`src/rtl/multicycle_state_seq_if.sv`:
```
// Handshake and status bundle between the multicycle control path and the state sequencer.
// The sequencer owns the slave side; the master supplies the decoded IR fields and memory handshakes.
interface multicycle_state_seq_if #(
  parameter int CNT_W = 32
);
  logic [5:0]       OpCode;
  logic [5:0]       func;
  logic             if_ready;
  logic             mem_ready;
  logic             stall;
  logic [2:0]       state;
  logic             retire;
  logic             halted;
  logic             illegal_op;
  logic [CNT_W-1:0] cycle_cnt;
  logic [CNT_W-1:0] instr_cnt;

  modport master (
    output OpCode, func, if_ready, mem_ready, stall,
    input  state, retire, halted, illegal_op, cycle_cnt, instr_cnt
  );

  modport slave (
    input  OpCode, func, if_ready, mem_ready, stall,
    output state, retire, halted, illegal_op, cycle_cnt, instr_cnt
  );
endinterface

```
`src/rtl/multicycle_state_seq.sv`:
```
// Next-state sequencer for the multicycle CPU: walks IF/ID/EXE/MEM/WB, waits on memory
// handshakes, latches halt/illegal conditions and keeps cycle and retired-instruction counters.
module multicycle_state_seq #(
  parameter int CNT_W = 32
) (
  input  logic                  CLK,
  input  logic                  Reset,
  multicycle_state_seq_if.slave bus
);

  typedef enum logic [2:0] {
    S_IF   = 3'b000,
    S_ID   = 3'b001,
    S_EXE1 = 3'b110,
    S_EXE2 = 3'b101,
    S_EXE3 = 3'b010,
    S_MEM  = 3'b011,
    S_WB1  = 3'b111,
    S_WB2  = 3'b100
  } state_t;

  localparam logic [5:0] OP_RTYPE = 6'b000000;
  localparam logic [5:0] OP_BLTZ  = 6'b000001;
  localparam logic [5:0] OP_J     = 6'b000010;
  localparam logic [5:0] OP_JAL   = 6'b000011;
  localparam logic [5:0] OP_BEQ   = 6'b000100;
  localparam logic [5:0] OP_BNE   = 6'b000101;
  localparam logic [5:0] OP_ADDIU = 6'b001001;
  localparam logic [5:0] OP_SLTI  = 6'b001010;
  localparam logic [5:0] OP_ANDI  = 6'b001100;
  localparam logic [5:0] OP_ORI   = 6'b001101;
  localparam logic [5:0] OP_XORI  = 6'b001110;
  localparam logic [5:0] OP_LW    = 6'b100011;
  localparam logic [5:0] OP_SW    = 6'b101011;
  localparam logic [5:0] OP_HALT  = 6'b111111;

  localparam logic [5:0] FN_SLL = 6'b000000;
  localparam logic [5:0] FN_JR  = 6'b001000;
  localparam logic [5:0] FN_ADD = 6'b100000;
  localparam logic [5:0] FN_SUB = 6'b100010;
  localparam logic [5:0] FN_AND = 6'b100100;
  localparam logic [5:0] FN_OR  = 6'b100101;
  localparam logic [5:0] FN_SLT = 6'b101010;

  state_t           state_q, state_d;
  logic             retire_q, retire_d;
  logic             halted_q, halted_d;
  logic             illegal_q, illegal_d;
  logic [CNT_W-1:0] cycle_q, cycle_d;
  logic [CNT_W-1:0] instr_q, instr_d;

  always_comb begin
    state_d   = state_q;
    retire_d  = 1'b0;
    halted_d  = halted_q;
    illegal_d = illegal_q;
    cycle_d   = cycle_q;
    instr_d   = instr_q;

    if (halted_q) begin
      state_d = S_IF;
    end else if (!bus.stall) begin
      cycle_d = cycle_q + CNT_W'(1);
      case (state_q)
        S_IF: begin
          if (bus.if_ready) state_d = S_ID;
        end
        S_ID: begin
          // Undecoded opcodes fall through to IF as a NOP that does not retire.
          state_d = S_IF;
          case (bus.OpCode)
            OP_J, OP_JAL: retire_d = 1'b1;
            OP_RTYPE: begin
              case (bus.func)
                FN_JR: retire_d = 1'b1;
                FN_ADD, FN_SUB, FN_AND, FN_OR, FN_SLT, FN_SLL: state_d = S_EXE1;
                default: illegal_d = 1'b1;
              endcase
            end
            OP_BEQ, OP_BNE, OP_BLTZ: state_d = S_EXE2;
            OP_LW, OP_SW: state_d = S_EXE3;
            OP_ADDIU, OP_ANDI, OP_ORI, OP_XORI, OP_SLTI: state_d = S_EXE1;
            OP_HALT: begin
              halted_d = 1'b1;
              retire_d = 1'b1;
            end
            default: illegal_d = 1'b1;
          endcase
        end
        S_EXE1: state_d = S_WB1;
        S_EXE2: begin
          state_d  = S_IF;
          retire_d = 1'b1;
        end
        S_EXE3: state_d = S_MEM;
        S_MEM: begin
          // Only lw needs the write-back cycle; anything else completes as a store.
          if (bus.mem_ready) begin
            if (bus.OpCode == OP_LW) begin
              state_d = S_WB2;
            end else begin
              state_d  = S_IF;
              retire_d = 1'b1;
            end
          end
        end
        S_WB1, S_WB2: begin
          state_d  = S_IF;
          retire_d = 1'b1;
        end
        default: state_d = S_IF;
      endcase
      if (retire_d) instr_d = instr_q + CNT_W'(1);
    end
  end

  always_ff @(posedge CLK or posedge Reset) begin
    if (Reset) begin
      state_q   <= S_IF;
      retire_q  <= 1'b0;
      halted_q  <= 1'b0;
      illegal_q <= 1'b0;
      cycle_q   <= '0;
      instr_q   <= '0;
    end else begin
      state_q   <= state_d;
      retire_q  <= retire_d;
      halted_q  <= halted_d;
      illegal_q <= illegal_d;
      cycle_q   <= cycle_d;
      instr_q   <= instr_d;
    end
  end

  assign bus.state      = state_q;
  assign bus.retire     = retire_q;
  assign bus.halted     = halted_q;
  assign bus.illegal_op = illegal_q;
  assign bus.cycle_cnt  = cycle_q;
  assign bus.instr_cnt  = instr_q;

endmodule

```
`src/flat_wrapper.sv`:
```
// flat-port wrapper written by rule: the top's interface ports become plain ports
module multicycle_state_seq_flat 
#(
  parameter int CNT_W = 32
)
  (CLK, Reset, bus_OpCode, bus_func, bus_if_ready, bus_mem_ready, bus_stall, bus_state, bus_retire, bus_halted, bus_illegal_op, bus_cycle_cnt, bus_instr_cnt);
  multicycle_state_seq_if #(.CNT_W(CNT_W)) bus_i ();
  input  logic CLK;
  input  logic Reset;
  input wire logic [$bits(bus_i.OpCode)-1:0] bus_OpCode;
  input wire logic [$bits(bus_i.func)-1:0] bus_func;
  input wire logic [$bits(bus_i.if_ready)-1:0] bus_if_ready;
  input wire logic [$bits(bus_i.mem_ready)-1:0] bus_mem_ready;
  input wire logic [$bits(bus_i.stall)-1:0] bus_stall;
  output wire logic [$bits(bus_i.state)-1:0] bus_state;
  output wire logic [$bits(bus_i.retire)-1:0] bus_retire;
  output wire logic [$bits(bus_i.halted)-1:0] bus_halted;
  output wire logic [$bits(bus_i.illegal_op)-1:0] bus_illegal_op;
  output wire logic [$bits(bus_i.cycle_cnt)-1:0] bus_cycle_cnt;
  output wire logic [$bits(bus_i.instr_cnt)-1:0] bus_instr_cnt;
  assign bus_i.OpCode = bus_OpCode;
  assign bus_i.func = bus_func;
  assign bus_i.if_ready = bus_if_ready;
  assign bus_i.mem_ready = bus_mem_ready;
  assign bus_i.stall = bus_stall;
  assign bus_state = bus_i.state;
  assign bus_retire = bus_i.retire;
  assign bus_halted = bus_i.halted;
  assign bus_illegal_op = bus_i.illegal_op;
  assign bus_cycle_cnt = bus_i.cycle_cnt;
  assign bus_instr_cnt = bus_i.instr_cnt;
  multicycle_state_seq #(.CNT_W(CNT_W)) u_core (.CLK(CLK), .Reset(Reset), .bus(bus_i));
endmodule
```
`config.mk`:
```
export PLATFORM = sky130hd
export DESIGN_NAME = multicycle_state_seq_flat
export DESIGN_NICKNAME = d
export VERILOG_FILES = /design/src/rtl/multicycle_state_seq_if.sv /design/src/rtl/multicycle_state_seq.sv /design/src/flat_wrapper.sv
export SDC_FILE = /design/constraint.sdc
export NUM_CORES = 1
export LEC_CHECK = 0
export BUFFER_PORTS_ARGS = -buffer_cell sky130_fd_sc_hd__buf_2
export CAP_MARGIN = 20
export CORE_MARGIN = 1.5
export CORE_UTILIZATION = 31
export DETAILED_ROUTE_END_ITERATION = 16
export HOLD_SLACK_MARGIN = 0.1
export RECOVER_POWER = 100
export SYNTH_ARGS = -nofsm -noshare
export SYNTH_HDL_FRONTEND = slang
export SYNTH_SLANG_ARGS = --single-unit
```
`constraint.sdc`:
```
create_clock -name CLK -period 3.31 [get_ports CLK]
set_input_delay 0.662 -clock CLK [delete_from_list [all_inputs] [get_ports CLK]]
set_output_delay 0.662 -clock CLK [all_outputs]
set_load 0.01 [all_outputs]
```
Word level (Yosys, flattened, before mapping) --
Index checks and enable logic that the tools add are counted.
Operators by class: eq/ne operators 30, bitwise logic cells 3, reduce and logical (&&, ||, !) cells 15, $add $sub $neg 2, muxes and demuxes 23
Operators by type and width (count):
- $add A32 B1 Y32 const B | 2
- $eq A6 B6 Y1 const B | 8
- $eq A6 B4 Y1 const B | 6
- $mux W3 | 6
- $pmux W3 S6 | 1
- $reduce_or A13 Y1 | 1
- $eq A3 B3 Y1 const B | 4
- $eq A6 B2 Y1 const B | 2
- $eq A6 B3 Y1 const B | 2
- $logic_not A6 Y1 | 2
- $mux W1 | 12
- $pmux W3 S4 | 1
- $reduce_or A3 Y1 | 3
- $reduce_or A7 Y1 | 1
- $eq A3 B2 Y1 const B | 2
- $eq A6 B1 Y1 const B | 1
- $ne A3 B2 Y1 const B | 2
- $reduce_and A3 Y1 | 2
- $reduce_or A6 Y1 | 1
- $reduce_and A5 Y1 | 1
- $reduce_or A5 Y1 | 1
- $pmux W1 S2 | 2
- $eq A3 B1 Y1 const B | 1
- $logic_not A3 Y1 | 1
- 6 further kinds | 8
Storage, ports and cells: word-level logic and storage cells 79, input port bits 17, output and inout port bits 70, register bits after elaboration 70

Logic depth before layout (Yosys ltp) --
depth after elaboration 8, mapped depth 7, depth with buffers taken out 6

Least setup slack after synthesis --
OpenSTA, ideal clock, no wires.
kind input -> register, start point input bus_OpCode[1], end point register u_core.instr_q[4] (netlist: u_core.bus.instr_cnt[4]), path slack 0.643 ns, data arrival time 2.541 ns, required time 3.184 ns, stages 7, setup time 0.126 ns, buffers on the path 1, cell sequence or4_1 or4_1 o31a_1 o22ai_4 buf_6 nand4_1 xnor2_1
Between the ends: longest elaborated chain between the ends 7, elaborated cells between the ends (all ways) 13, those cells by class 4 x eq/ne; 6 x mux; 3 x reduce/logical
Ends and longest elaborated chain:
- start, declared | line flat_wrapper.sv:10 | input wire logic [$bits(bus_i.OpCode)-1:0] bus_OpCode;
- $eq A6 B2 Y1 (tied with other cells) | line multicycle_state_seq.sv:71 | case (bus.OpCode)
- $reduce_or A3 Y1 (no source line) / $mux W1 (equally long branches)
- $pmux W1 S2 / $mux W1 (equally long branches) | line multicycle_state_seq.sv:71, multicycle_state_seq.sv:98
- $pmux W1 S3 * | line multicycle_state_seq.sv:64 | case (state_q)
- $mux W1 * | line multicycle_state_seq.sv:62 | end else if (!bus.stall) begin
- $mux W1 * | line multicycle_state_seq.sv:60 | if (halted_q) begin
- $reduce_and A3 Y1 (no source line) *
- end signal, assigned | line multicycle_state_seq.sv:131 | instr_q <= instr_d;
- end, declared | line multicycle_state_seq.sv:50 | logic [CNT_W-1:0] instr_q, instr_d;
Mark *: on every way between the ends. The rest lies on a longest branch, timed or not. The select of a mux whose other input is x is not followed. A chain may end at the register's enable or synchronous reset.

Worst setup path in the final report --
start point input bus_OpCode[1], end point register u_core.instr_q[1] (netlist: u_core.bus.instr_cnt[1])
The elaborated chain is that of the path after synthesis.

==> metrics <==
Post-Synth XOR/XNOR Area=0.1653; Clk Latency, worst-skew pair=0.34 ns; DP Wirelength=5179 µm; Mapped Cells=304; largest net degree at the start of global routing=47; CP Data Arrival Time=2.90 ns; Port Buffers=86; Worst VDD drop=0.0003397 V; area of the multi-input gates=1440 µm²; Seq cells post-synth=70; P per Cell Area=582.4 nW/µm²; Boundary Pins=87; FF-to-FF path depth=6; via count=2643; Seq. cell area=1752 µm²; Final GP Congestion=0.8066; Synth Area in Simple Gates=0.2133; Startpoint Class=primary input; vias per inst=4.885; Final Util=0.3881; clock-pin slew on the worst setup and hold paths=0.08 ns; clock sink count=70; setup violators final=0; syn_area_per_cell=10.80 µm²; vias in the first global route=2612; TritonCTS buffer count=9; total power=2.333 mW; DR iter-0 viols=216; final max-slew violation count=0; Syn-to-layout area delta=21.98%; R2R Setup Slk=0.91 ns; Die X=105.9 µm; YS warnings=0; status=complete, no violations; number of synthesized flops with an enable pin=0; CP max FO=33; syn nets=323; Int Pwr=1.594 mW; CP Depth=7; Compound-Gate Fraction of Synth Area=0.04952; commonest non-fill, non-tap cells in the layout=73 x clkbuf_1, 70 x dfrtp_1, 55 x xnor2_1, 34 x nand3_1, 21 x nand4_1; post-route ant nets=0; sw frac=0.3167; cell area after synthesis=3284 µm²; period utilization=0.8060; hold crit path type=primary input to async pin; adder-cell area share of the yosys netlist=0.007619; first-pass GRT wire length=12680 µm; largest family of logic cells by synthesized area=simple AND/OR/NAND/NOR gates; Seq/Total Area, Yosys=0.5333; Clock power frac=0.344; Worst path most repeated cell=or4_1; Final Hold Violating Endpoints=0; CTS root buffer=clkbuf_8; n_diodes=0; CTS tree=done; Placed Area=3886 µm²; kind of critical path=primary input to register; unique cell type count in the Yosys netlist=36; Routed WL per cell=13.70 µm; Setup Buffers After CTS=0; Slew headroom=0.1443; critical path's largest stage delay=0.54 ns; global route overflow=0; Sw Pwr=0.7390 mW; Post-CTS Resized=0; Final Cell Area=4006 µm²; clk_skew=0.008726 ns; Worst Path Buf+Inv=2; maximum clock insertion buffer count=2; multiplexer share of the synthesized area=0.006857; initial antenna violation count=0; drt total wl=7414 µm; Layout Nets=419; H-tree levels=3; Seq pwr share=0.465; die area=11220 µm²; most common cell after layout, fill and taps aside=clkbuf_1; RSZ-0062 raised after global routing=no; Die Y=105.9 µm; Peak Freq=374.8 MHz; Critical Path Start=bus_OpCode[1]; Tot GR Track Use=0.1412; CP Capture Type=register; fin crit period=2.668 ns; end point of the critical path=u_core.bus.instr_cnt[1]; total leakage power=1.681 nW; leading register cell type out of synthesis=dfrtp_1; max_cap viols=0; detailed-route DRC error count=0; # rows=37; FFs w/ async S/R, synth=1.000; Initial Util=0.3181; worst path cell trace=clkbuf_1 -> or4_1 -> or4_1 -> o31a_1 -> o22ai_1 -> buf_12 -> mux2_2; R2R Path End=u_core.bus.cycle_cnt[29]; reg2reg start=u_core.bus.halted; TNS Setup=0 ns; share of post-route cells with drive strength above 1=0.09383; WP data required=3.54 ns; slew of the pin with the lowest slew margin=1.284 ns; CP top delay family=simple AND/OR/NAND/NOR gates; Hold-fix buffers, CTS=0; First-pass DRT Iterations=4; fillers=1087; Comb pwr share=0.192; core area=10320 µm²; Slowest cell on crit path=or4_1
layout make-up:
type / instances / area share
clock buffer: 11 / 0.03779
clock inverter: 5 / 0.02030
inverter: 10 / 0.009369
multi-input combinational: 219 / 0.3595
sequential: 70 / 0.4372
tap: 136 / 0.04247
timing repair buffer: 90 / 0.09338
registers in the layout, indices dropped and copies added, names as in the netlist:
| signal | flops |
|---|---|
| u_core.bus.cycle_cnt | 32 |
| u_core.bus.halted | 1 |
| u_core.bus.illegal_op | 1 |
| u_core.bus.instr_cnt | 32 |
| u_core.bus.retire | 1 |
| u_core.bus.state | 3 |
worst min-delay path by stage:
stage / from / end / slack (ns)
finish: Reset / u_core.bus.illegal_op / 0.16
global route: Reset / u_core.bus.illegal_op / 0.14
CTS: Reset / u_core.bus.illegal_op / 0.13
detailed placement: u_core.bus.instr_cnt[31] / u_core.bus.instr_cnt[31] / 0.46
global placement: u_core.bus.instr_cnt[31] / u_core.bus.instr_cnt[31] / 0.46
floorplan: u_core.bus.illegal_op / u_core.bus.illegal_op / 0.50
synthesized netlist by cell type, types with 2 or more instances:
library cell  number  share of area
and4_1             4          0.011
inv_1             10          0.011
ha_1               2         0.0076
nand3_1           34          0.052
o31a_1             2         0.0053
mux2_2             2         0.0069
a31oi_1            2         0.0038
or4_1              3         0.0069
nor3_2             2         0.0061
nand4_1           21          0.040
xnor2_1           55           0.15
nor3_1             7          0.011
and3_1            16          0.030
o21ai_0            3         0.0046
a21oi_1            4         0.0061
nor2_1            20          0.023
nor4_1             2         0.0038
clkbuf_1           2         0.0023
xor2_1             7          0.019
nand2_1           19          0.022
buf_6              3          0.010
dfrtp_1           70           0.53
kinds of logic (layout without fill, tap and decap cells):
group / Yosys count / after routing
buffers and inverters: 15 / 116
adder cells (fa/ha/maj): 2 / 2
multiplexers: 2 / 2
XOR/XNOR: 62 / 62
AO/OA/AOI/OAI: 21 / 21
AND/OR/NAND/NOR: 132 / 132
flip-flops: 70 / 70
layer usage:
metal / global-route usage / up-vias / wire, µm
met2: 0.2282 / 78 / 3520
met3: 0.04598 / 6 / 422
met1: 0.1823 / 1287 / 3412
li1: - / 1272 / -
met4: 0.03764 / 0 / 58
met5: 0 / - / 0
power groups by stage:
stage               clock network (mW)  logic [mW]  registers [mW]
floorplan                            0       0.300            1.10
global placement                     0       0.478            1.09
detailed placement                   0       0.492            1.09
CTS                              0.834       0.492            1.08
global route                     0.862       0.507            1.10
finish                           0.802       0.447            1.08
stage by stage:
step / hold WS, ns / instances / setup WS [ns]
2_1_floorplan: 0.5025 / 304 / 0.6428
3_3_place_gp: 0.4569 / 525 / 0.4068
3_5_place_dp: 0.4626 / 525 / 0.3722
4_1_cts: 0.1277 / 541 / 0.7576
5_1_grt: 0.1401 / 541 / 0.5456
6_report: 0.1617 / 541 / 0.6421
worst reg2reg max path, delay by kind of cell, from the launching register on:
| kind | cells | cell delay [ns] |
|---|---|---|
| and+or+nand+nor | 4 | 1.34 |
| DFF | 1 | 0.45 |
| buffers and inverters | 1 | 0.32 |
| xor gates and xnor gates | 1 | 0.17 |
(Power assumes the default switching activity.)
